## src/rtl/frame_scanner_pkg.sv

```systemverilog
// Shared types and constants for the frame_scanner pixel source.
package frame_scanner_pkg;

  typedef enum logic [1:0] {
    IDLE   = 2'd0,
    ACTIVE = 2'd1,
    HBLANK = 2'd2,
    VBLANK = 2'd3
  } state_t;

  localparam int COORD_W = 11;
  localparam logic [COORD_W-1:0] COORD_INVALID = 11'h7FF;
  localparam int BLK_W = 16;

  function automatic logic in_left_half(input logic [COORD_W-1:0] x, input int h_active);
    return (int'(x) < (h_active / 2));
  endfunction

endpackage

```

## src/rtl/frame_scanner_scan_counter.sv

```systemverilog
// Column/row/address/blanking counters with terminal-count flags for frame_scanner.
module scan_counter
  import frame_scanner_pkg::*;
#(
  parameter int H_ACTIVE = 200,
  parameter int V_ACTIVE = 164,
  parameter int H_BLANK  = 8,
  parameter int V_BLANK  = 4,
  parameter int ADDR_W   = 16
) (
  input  logic               clk,
  input  logic               rst,
  input  logic               frame_clr,
  input  logic               col_en,
  input  logic               row_inc,
  input  logic               blk_en,
  output logic [COORD_W-1:0] col,
  output logic [COORD_W-1:0] row,
  output logic [ADDR_W-1:0]  addr,
  output logic [BLK_W-1:0]   blk,
  output logic               col_last,
  output logic               row_last,
  output logic               hblank_last,
  output logic               vblank_last
);

  logic [COORD_W-1:0] col_r;
  logic [COORD_W-1:0] row_r;
  logic [ADDR_W-1:0]  addr_r;
  logic [BLK_W-1:0]   blk_r;

  // Raster position and linear RAM address; address only ever increments, no multiply.
  always_ff @(posedge clk) begin
    if (!rst) begin
      col_r  <= {COORD_W{1'b0}};
      row_r  <= {COORD_W{1'b0}};
      addr_r <= {ADDR_W{1'b0}};
    end else if (frame_clr) begin
      col_r  <= {COORD_W{1'b0}};
      row_r  <= {COORD_W{1'b0}};
      addr_r <= {ADDR_W{1'b0}};
    end else begin
      if (col_en) begin
        addr_r <= addr_r + ADDR_W'(1'b1);
        col_r  <= col_last ? {COORD_W{1'b0}} : col_r + COORD_W'(1'b1);
      end
      if (row_inc) begin
        row_r <= row_r + COORD_W'(1'b1);
      end
    end
  end

  // Blanking cycle counter; restarts whenever the FSM stops enabling it.
  always_ff @(posedge clk) begin
    if (!rst) begin
      blk_r <= {BLK_W{1'b0}};
    end else if (blk_en) begin
      blk_r <= blk_r + BLK_W'(1'b1);
    end else begin
      blk_r <= {BLK_W{1'b0}};
    end
  end

  assign col         = col_r;
  assign row         = row_r;
  assign addr        = addr_r;
  assign blk         = blk_r;
  assign col_last    = (col_r == COORD_W'(H_ACTIVE - 1));
  assign row_last    = (row_r == COORD_W'(V_ACTIVE - 1));
  assign hblank_last = (blk_r == BLK_W'(H_BLANK - 1));
  assign vblank_last = (blk_r == BLK_W'(V_BLANK - 1));

endmodule

```

## src/rtl/frame_scanner.sv

```systemverilog
// Raster-scans a stored frame from synchronous RAM as x/y/data beats with blanking.
// Build option: FRAME_SCANNER_TEST_PATTERN_EN replaces RAM data with a half-black/half-white pattern.
module frame_scanner
  import frame_scanner_pkg::*;
#(
  parameter int H_ACTIVE = 200,
  parameter int V_ACTIVE = 164,
  parameter int H_BLANK  = 8,
  parameter int V_BLANK  = 4,
  parameter int ADDR_W   = 16,
  parameter int DATA_W   = 8
) (
  input  logic               clk,
  input  logic               rst,
  input  logic               frame_req,
  output logic               mem_rd,
  output logic [ADDR_W-1:0]  mem_addr,
  input  logic [DATA_W-1:0]  mem_data,
  output logic               pix_valid,
  output logic [COORD_W-1:0] x_pos,
  output logic [COORD_W-1:0] y_pos,
  output logic [DATA_W-1:0]  data_out,
  output logic               frame_start,
  output logic               frame_done,
  output logic               busy
);

  state_t state_r, state_next_s;
  logic frame_clr_s, col_en_s, row_inc_s, blk_en_s;
  logic [COORD_W-1:0] col_s, row_s;
  logic [ADDR_W-1:0]  addr_s;
  logic [BLK_W-1:0]   blk_s, blk_next_s;
  logic col_last_s, row_last_s, hb_last_s, vb_last_s, done_next_s;

  logic mem_rd_r, busy_r, frame_done_r;
  logic v1_r, fs1_r;
  logic [COORD_W-1:0] x1_r, y1_r;
  logic pix_valid_r, frame_start_r;
  logic [COORD_W-1:0] x_pos_r, y_pos_r;
  logic [DATA_W-1:0]  data_out_r, pix_data_s;

  scan_counter #(
    .H_ACTIVE(H_ACTIVE), .V_ACTIVE(V_ACTIVE), .H_BLANK(H_BLANK),
    .V_BLANK(V_BLANK), .ADDR_W(ADDR_W)
  ) u_cnt (
    .clk(clk), .rst(rst), .frame_clr(frame_clr_s), .col_en(col_en_s),
    .row_inc(row_inc_s), .blk_en(blk_en_s), .col(col_s), .row(row_s),
    .addr(addr_s), .blk(blk_s), .col_last(col_last_s), .row_last(row_last_s),
    .hblank_last(hb_last_s), .vblank_last(vb_last_s)
  );

  // FSM state register.
  always_ff @(posedge clk) begin
    if (!rst) begin
      state_r <= IDLE;
    end else begin
      state_r <= state_next_s;
    end
  end

  // Next-state and counter control; frame_req only matters in IDLE and the last VBLANK cycle.
  always_comb begin
    state_next_s = state_r;
    frame_clr_s  = 1'b0;
    col_en_s     = 1'b0;
    row_inc_s    = 1'b0;
    blk_en_s     = 1'b0;
    case (state_r)
      IDLE: begin
        if (frame_req) begin
          state_next_s = ACTIVE;
          frame_clr_s  = 1'b1;
        end else begin
          state_next_s = IDLE;
        end
      end
      ACTIVE: begin
        col_en_s = 1'b1;
        if (col_last_s) begin
          state_next_s = HBLANK;
        end else begin
          state_next_s = ACTIVE;
        end
      end
      HBLANK: begin
        if (hb_last_s) begin
          row_inc_s    = 1'b1;
          state_next_s = row_last_s ? VBLANK : ACTIVE;
        end else begin
          blk_en_s = 1'b1;
        end
      end
      VBLANK: begin
        if (vb_last_s) begin
          if (frame_req) begin
            state_next_s = ACTIVE;
            frame_clr_s  = 1'b1;
          end else begin
            state_next_s = IDLE;
          end
        end else begin
          blk_en_s = 1'b1;
        end
      end
      default: begin
        state_next_s = IDLE;
      end
    endcase
  end

  // Look ahead one cycle so frame_done can be a register landing on the final VBLANK cycle.
  always_comb begin
    blk_next_s  = blk_en_s ? (blk_s + BLK_W'(1'b1)) : {BLK_W{1'b0}};
    done_next_s = (state_next_s == VBLANK) && (blk_next_s == BLK_W'(V_BLANK - 1));
  end

  // Registered control outputs.
  always_ff @(posedge clk) begin
    if (!rst) begin
      mem_rd_r     <= 1'b0;
      busy_r       <= 1'b0;
      frame_done_r <= 1'b0;
    end else begin
      mem_rd_r     <= (state_next_s == ACTIVE);
      busy_r       <= (state_next_s != IDLE);
      frame_done_r <= done_next_s;
    end
  end

  // Pixel value source.
  always_comb begin
`ifdef FRAME_SCANNER_TEST_PATTERN_EN
    pix_data_s = in_left_half(x1_r, H_ACTIVE) ? {DATA_W{1'b0}} : {DATA_W{1'b1}};
`else
    pix_data_s = mem_data;
`endif
  end

  // Two-stage output pipeline matching the RAM read latency.
  always_ff @(posedge clk) begin
    if (!rst) begin
      v1_r          <= 1'b0;
      fs1_r         <= 1'b0;
      x1_r          <= {COORD_W{1'b0}};
      y1_r          <= {COORD_W{1'b0}};
      pix_valid_r   <= 1'b0;
      frame_start_r <= 1'b0;
      x_pos_r       <= COORD_INVALID;
      y_pos_r       <= COORD_INVALID;
      data_out_r    <= {DATA_W{1'b0}};
    end else begin
      v1_r          <= (state_r == ACTIVE);
      fs1_r         <= (state_r == ACTIVE) && (col_s == {COORD_W{1'b0}}) && (row_s == {COORD_W{1'b0}});
      x1_r          <= col_s;
      y1_r          <= row_s;
      pix_valid_r   <= v1_r;
      frame_start_r <= fs1_r;
      x_pos_r       <= v1_r ? x1_r : COORD_INVALID;
      y_pos_r       <= v1_r ? y1_r : COORD_INVALID;
      data_out_r    <= v1_r ? pix_data_s : {DATA_W{1'b0}};
    end
  end

  assign mem_rd      = mem_rd_r;
  assign mem_addr    = addr_s;
  assign busy        = busy_r;
  assign frame_done  = frame_done_r;
  assign pix_valid   = pix_valid_r;
  assign frame_start = frame_start_r;
  assign x_pos       = x_pos_r;
  assign y_pos       = y_pos_r;
  assign data_out    = data_out_r;

endmodule

```

## config.mk

```make
export PLATFORM = sky130hd
export DESIGN_NAME = frame_scanner
export DESIGN_NICKNAME = d
export VERILOG_FILES = /design/src/rtl/frame_scanner_pkg.sv /design/src/rtl/frame_scanner_scan_counter.sv /design/src/rtl/frame_scanner.sv
export SDC_FILE = /design/constraint.sdc
export NUM_CORES = 1
export LEC_CHECK = 0
export BUFFER_PORTS_ARGS = -buffer_cell sky130_fd_sc_hd__buf_2
export CAP_MARGIN = 25
export CELL_PAD_IN_SITES_DETAIL_PLACEMENT = 1
export CELL_PAD_IN_SITES_GLOBAL_PLACEMENT = 1
export CORE_ASPECT_RATIO = 1.75
export CORE_MARGIN = 2
export CORE_UTILIZATION = 45
export CTS_BUF_LIST = sky130_fd_sc_hd__clkbuf_4 sky130_fd_sc_hd__clkbuf_8
export CTS_CLUSTER_SIZE = 20
export DETAILED_ROUTE_END_ITERATION = 16
export PLACE_DENSITY_LB_ADDON = 0.05
export SLEW_MARGIN = 10
export SYNTH_ARGS = -nofsm -noshare
export SYNTH_HDL_FRONTEND = slang
export SYNTH_SLANG_ARGS = --single-unit
```

## constraint.sdc

```tcl
create_clock -name clk -period 3.7 [get_ports clk]
set_clock_uncertainty 0.15 [all_clocks]
set_input_delay 0.185 -clock clk [delete_from_list [all_inputs] [get_ports clk]]
set_output_delay 0.185 -clock clk [all_outputs]
set_load 0.01 [all_outputs]
```

==> Yosys cells after proc, flatten, opt, wreduce, memory -nomap -nowiden <==
Index checks and enable logic that the tools add are counted.
{ "totals": {"ff_bits": 115, "inputBits": 11, "output_inout_bits": 51, "wordCells": 58} }
{ "op_classes": {"n_addsub": 4, "n_eq_ne": 10, "muxes": 17, "bitwise_logic": 1, "n_reduce_logical": 9} }
{ "ops": {"columns": ["op", "count"], "rows": [
  ["16-bit by 1-bit adder with 16-bit output, second input constant", 2],
  ["16-bit by 2-bit == test with 1-bit output, second input constant", 2],
  ["11-bit by 1-bit adder with 11-bit output, second input constant", 2],
  ["11-bit by 8-bit == test with 1-bit output, second input constant", 2],
  ["11-bit logical NOT", 2],
  ["16-bit by 3-bit == test with 1-bit output, second input constant", 1],
  ["16-bit two-way mux", 1],
  ["11-bit two-way mux", 1],
  ["1-bit two-way mux", 8],
  ["2-bit two-way mux", 4],
  ["2-bit one-hot mux with 4 select lines", 1],
  ["2-bit == test, second input constant", 3],
  ["2-bit by 1-bit == test with 1-bit output, second input constant", 2],
  ["1-bit one-hot mux with 2 select lines", 2],
  ["1-bit logical AND", 3],
  ["2-bit logical NOT", 1],
  ["2-bit AND reduction", 1],
  ["2-bit nonzero test", 1],
  ["2-bit OR reduction", 1],
  ["1-bit inverter", 1]
]} }

==> Depth between registers and ports, before layout <==
Gate-level depths: netlist of run 1.
{ "depth": {"ltp_word": 6, "mapped_depth": 8, "ltp_nobuf": 8} }

==> Modules after synthesis <==
A second synthesis of run 1 with hierarchy kept.
{ "unflattened": {"cells_unflattened": 484, "area_unflattened_um2": 4526.8} }
{ "by_module_without_submodules": {"columns": ["mod", "instances", "cells_each", "area_each_um2", "seq_area_each_um2"], "rows": [
  ["scan_counter", 1, 280, 2399.8, 1081.0],
  ["frame_scanner", 1, 204, 2127.0, 1221.2]
]} }

==> Worst setup path before layout of run 1 <==
Ideal clock, no wire load.
{ "synth_path": {"kind": "reg2reg", "from": "reg u_cnt.blk_r[0] (netlist: u_cnt.blk[0])", "to": "reg u_cnt.row_r[10] (netlist: u_cnt.row[10])", "setup_ns": 0.071, "arrival_ns": 2.435, "required_time_ns": 3.479, "slack_ns": 1.044, "path_stages_with_launch": 7, "path_buffers": 0, "period_less_slack_ns": 2.656, "cell_sequence": "dfxtp_1 > ha_1 > or4b_4 > or4_4 > or3_4 > or3_1 > a21oi_1"} }
{ "synth_via": {"elab_chain_cells": 4, "word_cells_on_any_way": 7, "cone_classes": "2 x eq/ne; 4 x mux; 1 x reduce/logical"} }
{ "synth_lines": {"columns": ["element", "line_no", "text"], "rows": [
  ["start: declaration", "frame_scanner_scan_counter.sv:30", "logic [BLK_W-1:0] blk_r;"],
  ["start signal: assignment", "frame_scanner_scan_counter.sv:56", "blk_r <= {BLK_W{1'b0}};"],
  ["start signal: assignment", "frame_scanner_scan_counter.sv:58", "blk_r <= blk_r + BLK_W'(1'b1);"],
  ["start signal: assignment", "frame_scanner_scan_counter.sv:60", "blk_r <= {BLK_W{1'b0}};"],
  ["16-bit by 2-bit == test with 1-bit output", "frame_scanner_scan_counter.sv:71", "assign vblank_last = (blk_r == BLK_W'(V_BLANK - 1));"],
  ["1-bit two-way mux", "frame_scanner.sv:94", "if (vb_last_s) begin"],
  ["1-bit one-hot mux with 2 select lines", "frame_scanner.sv:68", "case (state_r)"],
  ["2-bit OR reduction (no line)", null, null],
  ["end signal: assignment", "frame_scanner_scan_counter.sv:36", "row_r <= {COORD_W{1'b0}};"],
  ["end signal: assignment", "frame_scanner_scan_counter.sv:40", "row_r <= {COORD_W{1'b0}};"],
  ["end signal: assignment", "frame_scanner_scan_counter.sv:48", "row_r <= row_r + COORD_W'(1'b1);"],
  ["end: declaration", "frame_scanner_scan_counter.sv:28", "logic [COORD_W-1:0] row_r;"]
]} }
Parallel ways exist; a longest one is shown, timed or not.
A chain may end at the register's enable or synchronous reset.

==> Final worst setup path of run 1 <==
{ "layout_path": {"from": "reg u_cnt.blk_r[0] (netlist: u_cnt.blk[0])", "to": "reg u_cnt.addr_r[7] (netlist: u_cnt.addr[7])"} }
{ "layout_via": {"elab_chain_cells": 4} }
{ "layout_lines": {"columns": ["element", "line_no", "text"], "rows": [
  ["16-bit by 2-bit == test with 1-bit output", "frame_scanner_scan_counter.sv:71", null],
  ["1-bit two-way mux", "frame_scanner.sv:94", null],
  ["1-bit one-hot mux with 2 select lines", "frame_scanner.sv:68", null],
  ["2-bit OR reduction (no line)", null, null],
  ["end signal: assignment", "frame_scanner_scan_counter.sv:37", "addr_r <= {ADDR_W{1'b0}};"],
  ["end signal: assignment", "frame_scanner_scan_counter.sv:41", "addr_r <= {ADDR_W{1'b0}};"],
  ["end signal: assignment", "frame_scanner_scan_counter.sv:44", "addr_r <= addr_r + ADDR_W'(1'b1);"],
  ["end: declaration", "frame_scanner_scan_counter.sv:29", "logic [ADDR_W-1:0] addr_r;"]
]} }
No other way between the ends.

==> reports/metrics.cfg, run 1 <==
[status]
status = completed

[global_routing]
grt_pass1_wl_um = 16800
gr-total-overflow = 0
grt_pass1_vias = 3592
grt_max_degree = 38
grt_util_all_layers = 0.204
antenna_found_initial = 0

[place]
place_congestion = 0.833
dp_cells = 629
port_buffers = 61
dp_hpwl_um = 6900

[routing]
firstDrtPassIters = 4
dr_total_vias = 3368
drcViolationCount = 0
wl_um = 9920
viasPerCell = 5.05
drt_iter0_markers = 69
wl_per_cell_um = 14.9
antenna_left = 0

[setup_path]
regToRegEndpoint = u_cnt.addr[7]
worst_r2r_startpoint = u_cnt.blk[0]
crit_path_start_kind = register
r2r_setup_slack_ns = 0.70
end_kind = register
crit_type = register to register
max_stage_delay_ns = 0.57
reg2reg_depth = 7
crit_arrival_ns = 3.16
worstPathRequired_ns = 3.86
critPathBufInv = 1
slowest_stage = o31ai_4
critical-path-top-delay-family = simple AND/OR/NAND/NOR gates
path_cells = ha_1 > or4b_4 > nor4_1 > a21oi_1 > o31ai_4 > buf_4 > nor2_1
critPathMaxFanout = 19

[worst_hold_path]
min_to = u_cnt.row[4]
hold_class = primary input to register
hold_start = frame_req
holdPathStages = 4

[power_and_ir_drop]
comb_power_share = 0.038
pwr-share-clk = 0.454
p_sw_mw = 0.543
power.density_nw_per_um2 = 470
total_power_mw = 2.49
seqPwrFrac = 0.508
intPower_mw = 1.95
p_leak_nw = 2.13
vdd.ir_drop.worst_mv = 0.284
swShare = 0.218

[floorplan]
dieArea_um2 = 10700
floorplan.initialDensity = 0.464
core_region_area_um2 = 9530
rows = 47
die_w_um = 78.9
ios = 62
die_height_um = 135

[clock_network]
cts_buffer_depth = 2
numCtsBuffers = 17
cts_tree = yes
post_cts_buffers = 0
clock_sinks = 115
cts-resized-gates = 0
cts_root_buffer = clkbuf_8
clock_latency_ns = 0.42
path_clk_slew_ns = 0.07
htreeDepth = 4

[timing]
worst_pin_slew_ns = 0.691
final_hold_viol_count = 0
fin_crit_sh = 0.810
slew_headroom = 0.538
fmax_mhz = 334
fin_crit_ns = 3.00
setup_viol = 0
finalSetupTns_ns = 0
drv_slew = 0
rsz0062_at_grt = false

[synthesis]
yosysUniqueCellTypes = 46
yosysTopAreaCellShare = 0.521
ys_top_cells_by_area = dfxtp_1 (52%), nor2_1 (5.4%), xor2_1 (5.2%)
avgSynthCellArea_um2 = 9.58
yosysTopAreaCell = dfxtp_1
syn_nets = 483
yosysWarnings = 0
ys_seq_area_frac = 0.521
synth_area_um2 = 4420
synthCells = 461
ys_seq_elements = 115

[job]
cap_violations = 0

[finish]
fin_nets = 556
area_delta_synth_final_pct = 19.9
drive_above_1_share = 0.235
antenna_cells = 0
final_cells = 667

metal layers:
layer | GRT usage | vias up | routed length, um
met5 | 0 | - | 0
met4 | 0.0862 | 0 | 168
met3 | 0.0548 | 14 | 256
met2 | 0.383 | 56 | 5570
met1 | 0.208 | 1618 | 3930
li1 | - | 1680 | -
synth_stat cells, drive strengths merged:
| cell | instances |
|---|---|
| a22oi | 1 |
| o31ai | 1 |
| nor3b | 3 |
| dfxtp | 115 |
| a32oi | 1 |
| inv | 12 |
| nor2b | 3 |
| o41ai | 1 |
| and3 | 18 |
| nor3 | 8 |
| or2 | 23 |
| o211ai | 1 |
| nand2b | 2 |
| a21boi | 1 |
| or4b | 2 |
| and2 | 27 |
| nand3 | 15 |
| xnor2 | 22 |
| nand2 | 28 |
| o22ai | 1 |
| nor4 | 10 |
| a21o | 1 |
| and4b | 1 |
| nand4 | 15 |
| o211a | 1 |
| a21oi | 8 |
| o21ai | 3 |
| mux2 | 2 |
| ha | 11 |
| mux2i | 3 |
| or4bb | 1 |
| and4 | 1 |
| nor2 | 64 |
| o311a | 1 |
| xor2 | 26 |
| nor4b | 1 |
| or4 | 5 |
| buf | 3 |
| or3 | 4 |
| clkbuf | 15 |
worst min-delay path, delay by kind of cell:
kind                   cells  cell delay (ns)
AO/OA/AOI/OAI              1             0.19
buffers and inverters      2             0.22
AND/OR/NAND/NOR            1             0.12
registers in the layout, summed over array words and instances (netlist names), 2 cells and up:
register	count
u_cnt.blk	16
y1_r	11
x1_r	11
u_cnt.col	11
y_pos	11
data_out	8
u_cnt.addr	16
u_cnt.row	11
state_r	2
x_pos	11
area by class of cell:
class / instances / area, um2
flip-flops and latches: 115 / 2300
clock buffers: 21 / 283
repair buffers: 72 / 408
clock inverters: 9 / 106
fillers: 1151 / 4230
inverters: 12 / 45.0
well taps: 122 / 153
multi-input cells: 316 / 2000
worst max path at each step:
stage | from | end | slack (ns) | cells after the start
floorplan | u_cnt.blk[0] | u_cnt.row[10] | 1.04 | 6
global placement | u_cnt.blk[0] | u_cnt.addr[8] | 0.80 | 7
detailed placement | u_cnt.blk[0] | u_cnt.addr[7] | 0.70 | 7
finish | u_cnt.blk[0] | u_cnt.addr[7] | 0.70 | 7
CTS | u_cnt.blk[0] | u_cnt.addr[7] | 0.69 | 7
global route | u_cnt.blk[0] | u_cnt.addr[15] | 0.43 | 7
timing repair:
action | CTS | global route
setup endpoints to repair | 0 | 0
hold endpoints to repair | 8 | 0
hold buffers | 8 | 0
power groups by stage:
stage               combinational, mW  sequential [mW]  clock (mW)
floorplan                      0.0447             1.30           0
global placement               0.0865             1.29           0
detailed placement             0.0884             1.29           0
CTS                            0.0957             1.26        1.16
global route                    0.106             1.27        1.22
finish                         0.0943             1.26        1.13
through the flow:
step / area (um2) / util / hold slack [ns] / setup slack [ns]
finish: 5300 / 0.556 / 0.180 / 0.703
global route: 5300 / 0.556 / 0.180 / 0.428
CTS: 5300 / 0.556 / 0.151 / 0.694
detailed placement: 4830 / 0.507 / 0.250 / 0.702
global placement: 4830 / 0.507 / 0.246 / 0.800
floorplan: 4420 / - / 0.194 / 1.04
cell families after synthesis:
| logic type | Yosys count | share of synthesized area |
|---|---|---|
| AO/OA/AOI/OAI | 21 | 0.0309 |
| adder cells (fa/ha/maj) | 11 | 0.0312 |
| flip-flops | 115 | 0.521 |
| AND/OR/NAND/NOR | 231 | 0.281 |
| multiplexers | 5 | 0.0119 |
| XOR/XNOR | 48 | 0.0952 |
| buffers and inverters | 30 | 0.0292 |
cells in the final DEF, fill, tap and decap left out, types with 2 or more instances in the layout:
master         synthesis  layout
inv_1                 12      12
nor3b_1                3       3
a21oi_1                8       8
and3_1                17      17
and2_1                27      27
nor2_1                64      64
nand3_1               15      15
clkinvlp_4             0       3
nor4_1                10      10
nand2_1               28      28
or4_1                  2       2
buf_4                  0       3
nand2b_1               2       2
o21ai_0                3       3
or4_4                  3       3
clkinv_2               0       3
or2_2                 23      23
bufinv_16              0       2
dlygate4sd3_1          0       8
ha_1                  11      11
or3_1                  2       2
xnor2_1               22      22
buf_2                  1      61
xor2_1                26      26
clkbuf_8               0      20
nand4_1               15      15
mux2i_1                3       3
dfxtp_1              115     115
nor2b_1                3       3
mux2_2                 2       2
nor3_1                 8       8
Note: power is estimated with default switching activity, not from simulation.
==> run 2, diff against run 1 <==
ABC_AREA = 1   (was default)
CORE_UTILIZATION = 40   (was 45)
clock period = 2.5 ns   (was 3.7 ns; I/O delays follow)
==> reports/metrics.cfg, run 2 <==
[global_routing]
grt_max_degree = 39
grt_pass1_vias = 3962
grt_util_all_layers = 0.183
grt_pass1_wl_um = 18100
antenna_found_initial = 0
gr-total-overflow = 0

[synthesis]
ys.flop_type = dfxtp_1
yosysUniqueCellTypes = 33
ys_top_cells_by_area = dfxtp_1 (49%), nand2_1 (9.6%), nor2_1 (7.6%)
synth.most_common_cell = nand2_1
synth_area_um2 = 4660
synth-edff-count = 0
yosysWarnings = 0
syn_nets = 614
synthCells = 592
synth_top_cells_by_count = nand2_1 (119), dfxtp_1 (115), nor2_1 (95)
avgSynthCellArea_um2 = 7.88
yosysTopAreaCell = dfxtp_1
ys_seq_area_frac = 0.494
async_flop_share = 0
yosysTopAreaCellShare = 0.494
ys_seq_elements = 115

[setup_path]
max_stage_delay_ns = 0.35
crit_type = register to register
crit_path_start_kind = register
crit_arrival_ns = 2.32
end_kind = register
slowest_stage = dfxtp_1
critPathBufInv = 2
path_cells = inv_1 > ha_1 > nand2_1 > nor2_2 > nand3_1 > nor2_2 > inv_2 > nor3_2 > nand2_1 > or2_0 > a21oi_1
crit_cells = 11
critPathMaxFanout = 4
critical-path-top-delay-family = simple AND/OR/NAND/NOR gates
worstPathRequired_ns = 2.71
reg2reg_depth = 11

[timing]
setup_slack_ns = 0.388
drv_slew = 0
worst_pin_slew_ns = 0.696
final_hold_viol_count = 0
slew_headroom = 0.535
setup_viol = 0
finalSetupTns_ns = 0
fin_crit_ns = 2.11
hold_ws_ns = 0.0415
fmax_mhz = 473
rsz0062_at_grt = false
fin_crit_sh = 0.845

[finish]
final_design_area_no_fill_um2 = 5660
antenna_cells = 0
drive_above_1_share = 0.216
seq_area_um2 = 2300
final_common_cell = nand2_1
fill_cells = 1441
final_cell_mix = nand2_1 (119), dfxtp_1 (115), nor2_1 (95)
multiInputGateArea_um2 = 1980
fin_nets = 694
final_cells = 820
area_delta_synth_final_pct = 21.3
utilization = 0.494

[clock_network]
cts_buffer_depth = 2
numCtsBuffers = 17
clock_sinks = 115
cts_root_buffer = clkbuf_8
cts_tree = yes
htreeDepth = 4
hold_buffers = 9
path_clk_slew_ns = 0.07
post_cts_buffers = 0
cts-resized-gates = 0
clock_latency_ns = 0.43

[worst_hold_path]
hold_class = primary input to register
holdPathStages = 4

[place]
dpl-instance-area_um2 = 5100
port_buffers = 61
dp_hpwl_um = 8220
place_congestion = 0.847
dp_cells = 779
pre_cts_slack_ns = 0.374

[routing]
drcViolationCount = 0
dr_total_vias = 3865
wl_um = 10800
viasPerCell = 4.71
wl_per_cell_um = 13.2
firstDrtPassIters = 4
antenna_left = 0
drt_iter0_markers = 69

[floorplan]
rows = 52
core_region_area_um2 = 11500
floorplan.initialDensity = 0.407
die_w_um = 85.6
dieArea_um2 = 12600
ios = 62
die_height_um = 147

[power_and_ir_drop]
total_power_mw = 4.04
power.density_nw_per_um2 = 715
vdd.ir_drop.worst_mv = 0.515
p_leak_nw = 2.52

[status]
status = completed

[job]
cap_violations = 0

==> run 2: worst reg2reg max path, delay by kind of cell (launching register included) <==
family	cells	cell delay (ns)
DFF	1	0.35
buffers and inverters	2	0.18
and+or+nand+nor	7	0.99
AOI/OAI and AO/OA	1	0.12
adders and majority gates	1	0.25
==> run 2: cell families (layout without fill, tap and decap cells) <==
| logic type | count (synthesis) | count (layout) | share of synthesized area |
|---|---|---|---|
| compound gates | 22 | 22 | 0.0252 |
| buf+inv | 94 | 187 | 0.0823 |
| simple gates | 323 | 323 | 0.319 |
| fa+ha+maj | 11 | 11 | 0.0295 |
| flops | 115 | 115 | 0.494 |
| xor+xnor | 27 | 27 | 0.0507 |
==> run 2: worst paths after layout <==
check                        end  slack [ns]       start
setup / recovery  u_cnt.addr[15]        0.39  state_r[1]
hold / removal        state_r[0]        0.04   frame_req
setup reg to reg  u_cnt.addr[15]        0.39  state_r[1]
hold reg to reg         y_pos[9]        0.26     y1_r[9]
==> run 2: cell type report <==
cell class,count,share of cell area
inverter,81,0.0537
multi-input combinational,383,0.350
clock inverter,14,0.0400
timing repair buffer,74,0.0774
tap,135,0.0298
sequential,115,0.407
clock buffer,18,0.0427
==> run 2: where the power goes <==
group	total (mW)	switching [mW]	internal, mW
clock network	2.03	0.814	1.21
logic	0.149	0.0862	0.0626
registers	1.87	0.0103	1.86
total	4.04	0.911	3.13
==> run 2: routing by layer <==
metal	wire length, um	GRT usage
met1	4060	0.171
met2	6250	0.367
met3	328	0.0393
met4	203	0.0754
met5	0	0
